[config.mk]
export PLATFORM = sky130hd
export DESIGN_NAME = tim_arbiter
export DESIGN_NICKNAME = d
export VERILOG_FILES = /design/src/rtl/tim_arb_wires.sv /design/src/rtl/tim_arb_slot.sv /design/src/rtl/tim_arbiter.sv
export SDC_FILE = /design/constraint.sdc
export NUM_CORES = 1
export LEC_CHECK = 0
export ABC_CLOCK_PERIOD_IN_PS = 2700
export BUFFER_PORTS_ARGS = -buffer_cell sky130_fd_sc_hd__buf_2
export CELL_PAD_IN_SITES_DETAIL_PLACEMENT = 0
export CELL_PAD_IN_SITES_GLOBAL_PLACEMENT = 1
export CORE_MARGIN = 3
export CORE_UTILIZATION = 39
export CTS_BUF_LIST = sky130_fd_sc_hd__clkbuf_4
export DETAILED_ROUTE_END_ITERATION = 7
export PLACE_DENSITY_LB_ADDON = 0.1
export SYNTH_ARGS = -nofsm -noshare
export SYNTH_HDL_FRONTEND = slang
export SYNTH_HIERARCHICAL = 1
export SYNTH_SLANG_ARGS = --single-unit
export TNS_END_PERCENT = 1
[constraint.sdc]
create_clock -name clock -period 2.7 [get_ports clock]
set_clock_uncertainty 0.05 [all_clocks]
set_input_delay 0.27 -clock clock [delete_from_list [all_inputs] [get_ports clock]]
set_output_delay 0.27 -clock clock [all_outputs]
set_load 0.01 [all_outputs]
[src/rtl/tim_arb_wires.sv]
// ============================================================================
// Module      : tim_arb_wires (package)
// Description : Shared widths, request struct and owner encoding for the
//               two-port TIM arbiter.
// Revision    : 1.0 - initial release
// ============================================================================
`default_nettype none

package tim_arb_wires;

    localparam int ADDR_W = 32;
    localparam int DATA_W = 32;
    localparam int STRB_W = 4;

    typedef struct packed {
        logic              valid;
        logic              instr;
        logic [ADDR_W-1:0] addr;
        logic [DATA_W-1:0] wdata;
        logic [STRB_W-1:0] wstrb;
    } tim_req_t;

    localparam logic OWN_INSTR = 1'b0;
    localparam logic OWN_DATA  = 1'b1;

    localparam tim_req_t REQ_ZERO = '0;

endpackage

`default_nettype wire

[src/rtl/tim_arb_slot.sv]
// ============================================================================
// Module      : tim_arb_slot
// Description : One-entry pending register; capture has priority over clear.
// Revision    : 1.0 - initial release
// ============================================================================
`default_nettype none

module tim_arb_slot
    import tim_arb_wires::*;
(
    input  logic     clock,
    input  logic     reset,
    input  logic     i_capture,
    input  logic     i_clear,
    input  tim_req_t i_req,
    output tim_req_t o_req
);

    tim_req_t r_req;

    always_ff @(posedge clock or posedge reset) begin
        if (reset) begin
            r_req <= REQ_ZERO;
        end else if (i_capture) begin
            r_req <= i_req;
        end else if (i_clear) begin
            r_req <= REQ_ZERO;
        end
    end

    assign o_req = r_req;

endmodule

`default_nettype wire

[src/rtl/tim_arbiter.sv]
// ============================================================================
// Module      : tim_arbiter
// Description : Arbitrates instruction and data ports onto one TIM port.
//               Macro TIM_ARB_RR_EN selects round-robin tie breaking
//               (default: data port always wins ties).
// Revision    : 1.0 - initial release
// ============================================================================
`default_nettype none

module tim_arbiter
    import tim_arb_wires::*;
(
    input  logic              clock,
    input  logic              reset,
    input  logic              i_valid,
    input  logic [ADDR_W-1:0] i_addr,
    input  logic [DATA_W-1:0] i_wdata,
    input  logic [STRB_W-1:0] i_wstrb,
    output logic [DATA_W-1:0] i_rdata,
    output logic              i_ready,
    input  logic              d_valid,
    input  logic [ADDR_W-1:0] d_addr,
    input  logic [DATA_W-1:0] d_wdata,
    input  logic [STRB_W-1:0] d_wstrb,
    output logic [DATA_W-1:0] d_rdata,
    output logic              d_ready,
    output logic              tim_valid,
    output logic              tim_instr,
    output logic [ADDR_W-1:0] tim_addr,
    output logic [DATA_W-1:0] tim_wdata,
    output logic [STRB_W-1:0] tim_wstrb,
    input  logic [DATA_W-1:0] tim_rdata,
    input  logic              tim_ready,
    output logic              ovf
);

    tim_req_t w_i_live, w_d_live;
    tim_req_t w_i_pend, w_d_pend;
    tim_req_t w_i_cand, w_d_cand;
    tim_req_t w_gnt;
    logic     w_tie_port;
    logic     w_gnt_port;
    logic     w_gnt_valid;
    logic     w_i_cap, w_d_cap;
    logic     w_i_clr, w_d_clr;
    logic     w_i_drop, w_d_drop;
    logic     r_own_valid;
    logic     r_owner;
    logic     r_ovf;

    assign w_i_live = '{valid: i_valid, instr: 1'b1, addr: i_addr, wdata: i_wdata, wstrb: i_wstrb};
    assign w_d_live = '{valid: d_valid, instr: 1'b0, addr: d_addr, wdata: d_wdata, wstrb: d_wstrb};

    assign w_i_cand = w_i_pend.valid ? w_i_pend : w_i_live;
    assign w_d_cand = w_d_pend.valid ? w_d_pend : w_d_live;

`ifdef TIM_ARB_RR_EN
    logic r_ptr;

    always_ff @(posedge clock or posedge reset) begin
        if (reset) begin
            r_ptr <= OWN_DATA;
        end else if (w_gnt_valid) begin
            r_ptr <= ~w_gnt_port;
        end
    end

    assign w_tie_port = r_ptr;
`else
    assign w_tie_port = OWN_DATA;
`endif

    // Pending slots outrank live requests; only one slot can ever be valid.
    always_comb begin
        w_gnt_port = OWN_DATA;
        if (w_i_pend.valid) begin
            w_gnt_port = OWN_INSTR;
        end else if (w_d_pend.valid) begin
            w_gnt_port = OWN_DATA;
        end else if (i_valid && d_valid) begin
            w_gnt_port = w_tie_port;
        end else if (i_valid) begin
            w_gnt_port = OWN_INSTR;
        end
    end

    assign w_gnt       = (w_gnt_port == OWN_INSTR) ? w_i_cand : w_d_cand;
    assign w_gnt_valid = ~reset & w_gnt.valid;

    assign tim_valid = w_gnt_valid;
    assign tim_instr = w_gnt_valid & w_gnt.instr;
    assign tim_addr  = w_gnt_valid ? w_gnt.addr  : '0;
    assign tim_wdata = w_gnt_valid ? w_gnt.wdata : '0;
    assign tim_wstrb = w_gnt_valid ? w_gnt.wstrb : '0;

    // A live request colliding with its own pending slot is dropped, not queued.
    assign w_i_drop = i_valid & w_i_pend.valid;
    assign w_d_drop = d_valid & w_d_pend.valid;
    assign w_i_cap  = i_valid & ~w_i_pend.valid & ~(w_gnt_valid & (w_gnt_port == OWN_INSTR));
    assign w_d_cap  = d_valid & ~w_d_pend.valid & ~(w_gnt_valid & (w_gnt_port == OWN_DATA));
    assign w_i_clr  = w_i_pend.valid & w_gnt_valid & (w_gnt_port == OWN_INSTR);
    assign w_d_clr  = w_d_pend.valid & w_gnt_valid & (w_gnt_port == OWN_DATA);

    tim_arb_slot u_slot_i (
        .clock     (clock),
        .reset     (reset),
        .i_capture (w_i_cap),
        .i_clear   (w_i_clr),
        .i_req     (w_i_live),
        .o_req     (w_i_pend)
    );

    tim_arb_slot u_slot_d (
        .clock     (clock),
        .reset     (reset),
        .i_capture (w_d_cap),
        .i_clear   (w_d_clr),
        .i_req     (w_d_live),
        .o_req     (w_d_pend)
    );

    always_ff @(posedge clock or posedge reset) begin
        if (reset) begin
            r_own_valid <= 1'b0;
            r_owner     <= OWN_INSTR;
            r_ovf       <= 1'b0;
        end else begin
            r_own_valid <= w_gnt_valid;
            if (w_gnt_valid) begin
                r_owner <= w_gnt_port;
            end
            r_ovf <= r_ovf | w_i_drop | w_d_drop;
        end
    end

    assign i_ready = tim_ready & r_own_valid & (r_owner == OWN_INSTR);
    assign d_ready = tim_ready & r_own_valid & (r_owner == OWN_DATA);
    assign i_rdata = i_ready ? tim_rdata : '0;
    assign d_rdata = d_ready ? tim_rdata : '0;
    assign ovf     = r_ovf;

endmodule

`default_nettype wire

==> flow_summary_export.csv, run 1 <==
group,metric,value,unit
routing,wl_per_cell,19.0,um
timing,rsz0062_at_grt,"true",
floorplan,die_area,0.0238,mm2
pwr,p_sw_share,41.5,%
global_route,grt-ovfl-total,0,
logic_synthesis,async_reset_ff_share,100,%
routing,first_pass_iters,5,
worst_setup_path,critPathRequiredTime,2.38,ns
floorplan,rows,53,
logic_synthesis,synth-seq-cells,143,
clocking,clk-insertion-delay-late,0.52,ns
clocking,cts_tree,"done",
logic_synthesis,synth_edf_count,0,
pwr,p_clk_share,12.9,%
global_route,grt_pass1_wl,43.5,mm
timing,hold_viol_final,0,
pwr,p_seq_share,34.2,%
timing,layout_setup_ws,0.110,ns
logic_synthesis,synthCells,798,
routing,ant_nets,0,
logic_synthesis,synthDistinctLibCells,26,
timing,tightest_slew,0.837,ns
clocking,clockBufferDepth,2,
timing,finalCritPeriodShare,95.9,%
logic_synthesis,synth_area_leader_cell,"dfrtp_1",
worst_setup_path,critPathArrivalTime,2.27,ns
timing,setup_viol,0,
clocking,htreeDepth,4,
routing,vias_per_cell,5.09,
logic_synthesis,yosysMostFrequentCell,"dfrtp_1",
global_route,antenna_found_initial,8,
routing,drtIter0Drc,465,
placed_design,gp_congestion,0.825,
cells_and_area,layout.nets,1388,
cells_and_area,syn2layout_area_growth,40.0,%
timing,slew_violations,0,
placed_design,preCtsSetupSlack,-0.137,ns
outcome,status,"finished, final reports clean",
global_route,grt_pass1_vias,7811,
cells_and_area,drive_gt1_share,36.5,%
timing,holdWs,0.0713,ns
placed_design,portBuffers,309,
pwr,ir_worst_vdd,0.000558,V
logic_synthesis,yosys-top-cells-count,"dfrtp_1 (143), mux2i_1 (136), nand2b_1 (74)",
clocking,path_clk_slew,0.12,ns
logic_synthesis,synth_area_per_cell,10.8,um2
floorplan,io_pins,310,
job,max_cap_violations,0,
routing,drcViolationCount,0,
logic_synthesis,netlist_area,0.00859,mm2
floorplan,die_h,154,um
worst_setup_path,cp_max_fo,35,
pwr,power_switching,4.53,mW
logic_synthesis,yosysSeqAreaShare,41.7,%
pwr,power,10.9,mW
floorplan,fp.dieW,154,um
logic_synthesis,synth_top_area_share,41.7,%
routing,routed_wl,28.8,mm
pwr,p_leak,5.80,nW
clocking,cts_root_buffer,"clkbuf_4",
global_route,grt.total_usage,23.0,%
timing,clock.fmax,386,MHz
clocking,cts.sinks,143,
cells_and_area,fillCellCount,1936,
min_path,hold_path.class,"in -> reg",
logic_synthesis,yosys_warnings,6,
worst_setup_path,end_kind,"primary output",
floorplan,initial_utilization,40.2,%
clocking,cts_buffers,17,
timing,min_period,2.59,ns
pwr,power.internal,6.39,mW
worst_setup_path,startpoint_type,"register",
pwr,power.density,908,mW/mm2
pwr,power_frac_comb,52.9,%
logic_synthesis,ys.flop_type,"dfrtp_1",
logic_synthesis,synth.area.top_cells,"dfrtp_1 (42%), mux2i_1 (16%), o22ai_2 (9.9%)",
timing,max-slew-margin-rel,44.2,%
global_route,grt_max_degree,62,
logic_synthesis,syn_nets,971,
floorplan,core_area,0.0214,mm2
placed_design,dp_hpwl,19.2,mm
cells_and_area,final_core_util,56.3,%
worst_setup_path,path_class,"reg -> out",
routing,via_count,7692,
## cell families (layout without fill, tap and decap cells)
kind of cell	after synthesis	count (layout)	synth area share (%)
and+or+nand+nor	222	222	14.4
AOI/OAI and AO/OA	214	215	21.5
DFF	143	143	41.7
muxes	136	136	15.9
buffers and inverters	81	509	6.46
other	2	11	0.0875
## metrics by stage
stage	TNS, ns	cells	instance area (um2)
floorplan	0	798	8590
global placement	-2.07	1329	10200
detailed placement	-4.29	1329	10200
CTS	0	1500	11900
global route	-0.0341	1510	12000
finish	0	1511	12000
## layer usage
metal  global-route usage [%]  vias up  wire (um)
met1                     28.9     3675      12000
met3                     5.04       28       1910
li1                         -     3696          -
met2                     38.6      293      14200
met5                        0        -          0
met4                     9.25        0        708
## worst max-delay path: stages, from the launching register on
cell     delay [ns]
dfrtp_4        0.55
or3_4          0.42
buf_8          0.24
buf_16         0.22
o22ai_2        0.14
buf_2          0.16
## power groups by stage
stage	Combinational (mW)	Sequential, mW	Clock [mW]
floorplan	4.28	3.60	0
global placement	5.49	3.74	0
detailed placement	5.54	3.76	0
CTS	5.77	3.72	1.46
global route	6.28	3.86	1.54
finish	5.78	3.73	1.40
## layout make-up
type	count	area [um2]	share of cell area [%]
Tap cell	275	344	2.86
Sequential cell	143	3590	29.8
Clock buffer	18	135	1.12
Multi-Input combinational cell	575	4520	37.6
Antenna cell	9	22.5	0.187
Timing Repair Buffer	473	3250	27.0
Clock inverter	13	141	1.18
Inverter	5	21.3	0.177
## sequential cells by signal, indices dropped and copies added (netlist names)
signal,count
ovf,1
u_slot_d/o_req,70
u_slot_i/o_req,70
r_owner,1
r_own_valid,1
## cells in the final DEF, fill, tap and decap left out, drive strengths merged
cell type    count
nand2b          74
and2            64
a22o            68
bufinv           2
nor2             5
inv              4
diode            9
or3              1
clkinv           9
buf            333
a211o            1
nor3b            1
conb             2
mux2i          136
dlygate4sd3    138
dfrtp          143
o21ai           75
clkbuf          20
o22ai           68
and3             4
nor2b            1
a21oi            2
clkinvlp         3
nand2           72
a221o            1
## path summary, 6_finish.rpt
path                                           startpoint  cells past startpoint  slack (ns)                              to
setup reg to reg           u_slot_d/o_req[69]$_DFFE_PP0P_                      6        0.34  u_slot_d/o_req[39]$_DFFE_PP0P_
setup / recovery           u_slot_i/o_req[69]$_DFFE_PP0P_                      5        0.11                    tim_wstrb[3]
hold / removal                                    d_valid                      3        0.07  u_slot_d/o_req[69]$_DFFE_PP0P_
hold reg to reg            u_slot_i/o_req[68]$_DFFE_PP0P_                      1        0.46  u_slot_i/o_req[68]$_DFFE_PP0P_
max in group asynchronous                           reset                      5        1.43  u_slot_i/o_req[20]$_DFFE_PP0P_
min in group asynchronous                           reset                      4        0.38                   ovf$_DFF_PP0_
## what timing repair did
item	4_1_cts	5_1_grt
hold buffers	138	0
pin swaps	1	2
setup endpoints to repair	86	37
endpoints found under the hold margin	207	0
setup buffers	1	0
gates resized for setup	7	4
cloned	1	2
Note: power is estimated with default switching activity, not from simulation.
==> run 2: changes to the inputs <==
--- a/config.mk
+++ b/config.mk
@@ -9,7 +9,7 @@
 export BUFFER_PORTS_ARGS = -buffer_cell sky130_fd_sc_hd__buf_2
 export CELL_PAD_IN_SITES_DETAIL_PLACEMENT = 0
 export CELL_PAD_IN_SITES_GLOBAL_PLACEMENT = 1
-export CORE_MARGIN = 3
+export CORE_MARGIN = 8
 export CORE_UTILIZATION = 39
 export CTS_BUF_LIST = sky130_fd_sc_hd__clkbuf_4
 export DETAILED_ROUTE_END_ITERATION = 7
==> flow_summary_export.csv, run 2 (synthesis gave the netlist of run 1 again) <==
group,metric,value,unit
cells_and_area,drive_gt1_share,36.6,%
worst_setup_path,cp_max_fo,23,
pwr,p_clk_share,12.8,%
cells_and_area,syn2layout_area_growth,40.1,%
clocking,clk-insertion-delay-late,0.54,ns
timing,min_period,2.56,ns
clocking,clockBufferDepth,2,
routing,vias_per_cell,5.04,
routing,drtIter0Drc,429,
pwr,power.density,917,mW/mm2
cells_and_area,final_cell_mix,"buf_2 (309), dfrtp_1 (141), dlygate4sd3_1 (140), mux2i_1 (133), nand2b_1 (74)",
cells_and_area,final_common_cell,"buf_2",
min_path,hold_path.class,"in -> async",
timing,slew_violations,0,
routing,first_pass_iters,5,
job,max_cap_violations,0,
timing,tightest_slew,0.894,ns
timing,hold_viol_final,0,
worst_setup_path,critPathRequiredTime,2.38,ns
timing,holdWs,0.274,ns
pwr,power_frac_comb,53.0,%
placed_design,gp_congestion,0.757,
routing,ant_nets,0,
floorplan,io_pins,310,
worst_setup_path,r2r-start,"u_slot_d/o_req[69]$_DFFE_PP0P_",
placed_design,portBuffers,309,
timing,finalCritPeriodShare,94.8,%
global_route,grt_pass1_vias,8151,
global_route,grt_max_degree,78,
global_route,grt.total_usage,22.0,%
timing,layout_setup_ws,0.140,ns
pwr,ir_worst_vdd,0.000410,V
clocking,cts_root_buffer,"clkbuf_4",
global_route,grt-ovfl-total,0,
clocking,path_clk_slew,0.14,ns
pwr,power.internal,6.38,mW
timing,rsz0062_at_grt,"false",
outcome,status,"finished, final reports clean",
floorplan,die_area,0.0270,mm2
routing,wl_per_cell,20.0,um
pwr,power_switching,4.66,mW
global_route,grt_pass1_wl,46.3,mm
floorplan,initial_utilization,39.6,%
worst_setup_path,ff2ff_path_depth,7,
timing,max-slew-margin-rel,40.4,%
routing,drcViolationCount,0,
global_route,antenna_found_initial,1,
worst_setup_path,end_kind,"primary output",
pwr,p_leak,5.81,nW
timing,clock.fmax,391,MHz
floorplan,die_h,164,um
routing,routed_wl,30.3,mm
clocking,htreeDepth,4,
floorplan,fp.dieW,164,um
clocking,cts_buffers,17,
clocking,cts_tree,"done",
floorplan,rows,54,
worst_setup_path,path_class,"reg -> out",
cells_and_area,layout.nets,1391,
pwr,p_sw_share,42.2,%
worst_setup_path,startpoint_type,"register",
timing,setup_viol,0,
routing,via_count,7629,
timing,tns,0,ns
pwr,p_seq_share,34.2,%
floorplan,core_area,0.0217,mm2
worst_setup_path,timing.rr.end,"u_slot_d/o_req[63]$_DFFE_PP0P_",
worst_setup_path,critPathArrivalTime,2.24,ns
worst_setup_path,reg2reg_setup_slack,0.26,ns
placed_design,preCtsSetupSlack,0.258,ns
placed_design,dp_hpwl,20.5,mm
clocking,cts.sinks,143,
-- run 2: changes by cell type in the layout (fill, tap and decap cells not counted), moves of 3 or more --
| cell | delta |
|---|---|
| mux2i_1 | -3 |
| inv_6 | +5 |
| diode_2 | -6 |
| mux2i_2 | +3 |
| inv_8 | +3 |
| clkinv_2 | -3 |
-- run 2: repair_timing --
action / CTS / global route
buffers inserted: 4 / 0
hold buffers: 140 / 0
endpoints found under the hold margin: 224 / 0
setup endpoints to repair: 69 / 10
resized for setup: 17 / 6
pin swaps: 2 / 0
-- run 2: how the worst max path moves through the flow --
stage | from | to | cells past startpoint
finish | u_slot_i/o_req[69]$_DFFE_PP0P_ | tim_wdata[21] | 5
detailed placement | u_slot_d/o_req[69]$_DFFE_PP0P_ | tim_wdata[18] | 5
global route | u_slot_i/o_req[69]$_DFFE_PP0P_ | tim_wstrb[2] | 5
global placement | u_slot_d/o_req[69]$_DFFE_PP0P_ | tim_wdata[18] | 5
floorplan | reset | u_slot_d/o_req[0]$_DFFE_PP0P_ | 1
CTS | u_slot_d/o_req[69]$_DFFE_PP0P_ | tim_wdata[18] | 5
-- run 2: area by class of cell --
class,instances,area (um2)
Clock buffer,17,128
Timing Repair Buffer,477,3280
Tap cell,280,350
Sequential cell,143,3590
Antenna cell,3,7.51
Clock inverter,15,149
Fill cell,1974,9660
Multi-Input combinational cell,574,4510
Inverter,5,21.3
-- run 2: layer usage --
layer  up-vias  global-route usage [%]  share of wire, %
li1       3687                       -                 -
met1      3654                    26.4                41
met2       253                    38.5                50
met3        35                    5.03               7.0
met4         0                    6.80               1.8
met5         -                       0                 0
-- run 2: worst max-delay path, cell delays in order, from the launching register on --
cell     delay, ns
dfrtp_4       0.58
buf_8         0.26
buf_12        0.24
mux2i_1       0.35
o22ai_2       0.10
buf_2         0.15
-- run 2: power by group through the flow --
stage | Sequential, mW | Combinational (mW) | Clock [mW]
after floorplan | 3.60 | 4.28 | 0
after global placement | 3.78 | 5.54 | 0
after detailed placement | 3.80 | 5.56 | 0
after CTS | 3.75 | 5.89 | 1.46
after global routing | 3.90 | 6.35 | 1.55
final | 3.78 | 5.85 | 1.41
-- run 2: stage by stage --
step           area, um2  power (mW)  utilization [%]  cells
2_1_floorplan       8590        7.88                -    798
3_3_place_gp       10200        9.31             47.1   1335
3_5_place_dp       10200        9.36             47.1   1335
4_1_cts            12000        11.1             55.3   1511
5_1_grt            12000        11.8             55.5   1514
6_report           12000        11.0             55.5   1514
==> run 3: changes to the inputs <==
--- a/config.mk
+++ b/config.mk
@@ -5,7 +5,7 @@
 export SDC_FILE = /design/constraint.sdc
 export NUM_CORES = 1
 export LEC_CHECK = 0
-export ABC_CLOCK_PERIOD_IN_PS = 2700
+export ABC_CLOCK_PERIOD_IN_PS = 2910
 export BUFFER_PORTS_ARGS = -buffer_cell sky130_fd_sc_hd__buf_2
 export CELL_PAD_IN_SITES_DETAIL_PLACEMENT = 0
 export CELL_PAD_IN_SITES_GLOBAL_PLACEMENT = 1
==> constraint.sdc (replaced) <==
create_clock -name clock -period 2.91 [get_ports clock]
set_clock_uncertainty 0.05 [all_clocks]
set_input_delay 0.291 -clock clock [delete_from_list [all_inputs] [get_ports clock]]
set_output_delay 0.291 -clock clock [all_outputs]
set_load 0.01 [all_outputs]
==> flow_summary_export.csv, run 3 (synthesis gave the netlist of run 1 again) <==
group,metric,value,unit
placed_design,dp_hpwl,20.0,mm
worst_setup_path,critPathRequiredTime,2.57,ns
cells_and_area,fillCellCount,2025,
pwr,power.internal,5.69,mW
routing,ant_nets,0,
cells_and_area,final_cell_mix,"buf_2 (309), dfrtp_1 (141), dlygate4sd3_1 (140), mux2i_1 (136), nand2b_1 (74)",
timing,tightest_slew,0.822,ns
pwr,power_switching,4.19,mW
global_route,grt_pass1_wl,45.4,mm
cells_and_area,regArea,0.00359,mm2
global_route,grt_pass1_vias,7970,
global_route,grt.total_usage,21.5,%
floorplan,initial_utilization,39.6,%
timing,max-slew-margin-rel,45.2,%
worst_setup_path,cp_max_fo,46,
clocking,cts.sinks,143,
clocking,post-cts-setup-buffers,0,
clocking,path_clk_slew,0.13,ns
pwr,ir_worst_vdd,0.000474,V
routing,via_count,7551,
placed_design,gp_congestion,0.762,
clocking,clockBufferDepth,2,
pwr,p_leak,5.73,nW
cells_and_area,syn2layout_area_growth,38.1,%
outcome,status,"finished, final reports clean",
timing,rsz0062_at_grt,"false",
routing,drtIter0Drc,373,
job,max_cap_violations,0,
pwr,p_clk_share,12.0,%
worst_setup_path,critPathArrivalTime,2.29,ns
timing,setup_viol,0,
placed_design,dp_cells,1331,
worst_setup_path,path_class,"reg -> out",
routing,wl_per_cell,19.5,um
cells_and_area,multi_input_area,0.00450,mm2
floorplan,die_area,0.0270,mm2
floorplan,core_area,0.0217,mm2
timing,slew_violations,0,
timing,hold_viol_final,0,
global_route,antenna_found_initial,1,
floorplan,fp.dieW,164,um
timing,tns,0,ns
clocking,cts_resized,0,
cells_and_area,final_common_cell,"buf_2",
worst_setup_path,end_kind,"primary output",
clocking,htreeDepth,4,
cells_and_area,stdcell_count,1504,
clocking,cts_buffers,17,
floorplan,rows,54,
routing,routed_wl,29.4,mm
cells_and_area,layout.nets,1383,
timing,clock.fmax,380,MHz
floorplan,io_pins,310,
global_route,grt_max_degree,78,
clocking,cts_tree,"done",
timing,finalCritPeriodShare,90.4,%
routing,vias_per_cell,5.02,
routing,first_pass_iters,5,
placed_design,portBuffers,309,
clocking,clk-insertion-delay-late,0.53,ns
pwr,p_sw_share,42.4,%
pwr,power_frac_comb,52.9,%
pwr,p_seq_share,35.2,%
pwr,power.density,834,mW/mm2
min_path,hold_path.class,"in -> async",
floorplan,die_h,164,um
worst_setup_path,startpoint_type,"register",
cells_and_area,drive_gt1_share,36.0,%
routing,drcViolationCount,0,
timing,min_period,2.63,ns
clocking,cts_root_buffer,"clkbuf_4",
global_route,grt-ovfl-total,0,
[run 3: repair_timing]
item	4_1_cts	5_1_grt
hold endpoints to repair	202	0
hold buffers	140	0
setup endpoints to repair	0	0
[run 3: final timing paths]
kind	start	to	slack [ns]	depth (start not counted)
max	u_slot_d/o_req[69]$_DFFE_PP0P_	tim_wdata[17]	0.28	4
min	reset	ovf$_DFF_PP0_	0.33	3
max reg2reg	u_slot_d/o_req[69]$_DFFE_PP0P_	u_slot_d/o_req[31]$_DFFE_PP0P_	0.57	6
min reg2reg	u_slot_d/o_req[4]$_DFFE_PP0P_	u_slot_d/o_req[4]$_DFFE_PP0P_	0.46	1
max in group asynchronous	reset	u_slot_i/o_req[59]$_DFFE_PP0P_	1.62	4
min in group clock	i_addr[10]	u_slot_i/o_req[46]$_DFFE_PP0P_	0.45	4
[run 3: layout make-up]
class                      instances  share of cell area [%]
antenna                            1                  0.0211
clock buffer                      17                    1.08
clock inverter                    15                    1.04
inverter                           5                   0.179
multi-input combinational        574                    37.9
sequential                       143                    30.2
tap                              280                    2.95
timing repair buffer             469                    26.6
[run 3: power groups by stage]
stage	registers, mW	logic, mW	clock network (mW)
floorplan	3.34	3.97	0
global placement	3.49	5.09	0
detailed placement	3.50	5.15	0
CTS	3.47	5.31	1.25
global route	3.58	5.71	1.33
finish	3.48	5.23	1.18
[run 3: critical path, stage by stage, from the launching register on]
cell     delay, ns
dfrtp_4       0.46
buf_4         0.64
mux2i_1       0.32
o22ai_2       0.13
buf_2         0.18
[run 3: metrics by stage]
step / util, % / hold WS, ns / cell area, um2 / power (mW) / setup WS [ns]
floorplan: - / 0.0184 / 8590 / 7.31 / 0.801
global placement: 47.0 / 0.272 / 10200 / 8.58 / 0.620
detailed placement: 47.0 / 0.277 / 10200 / 8.65 / 0.565
CTS: 54.7 / 0.234 / 11900 / 10.0 / 0.197
global route: 54.7 / 0.258 / 11900 / 10.6 / 0.116
finish: 54.7 / 0.327 / 11900 / 9.89 / 0.279
[run 3: metal layers]
layer | up-vias | track usage [%] | wire [um]
li1 | 3662 | - | -
met1 | 3609 | 26.5 | 12300
met2 | 257 | 37.0 | 14700
met3 | 23 | 5.16 | 1970
met4 | 0 | 5.57 | 413
met5 | - | 0 | 0
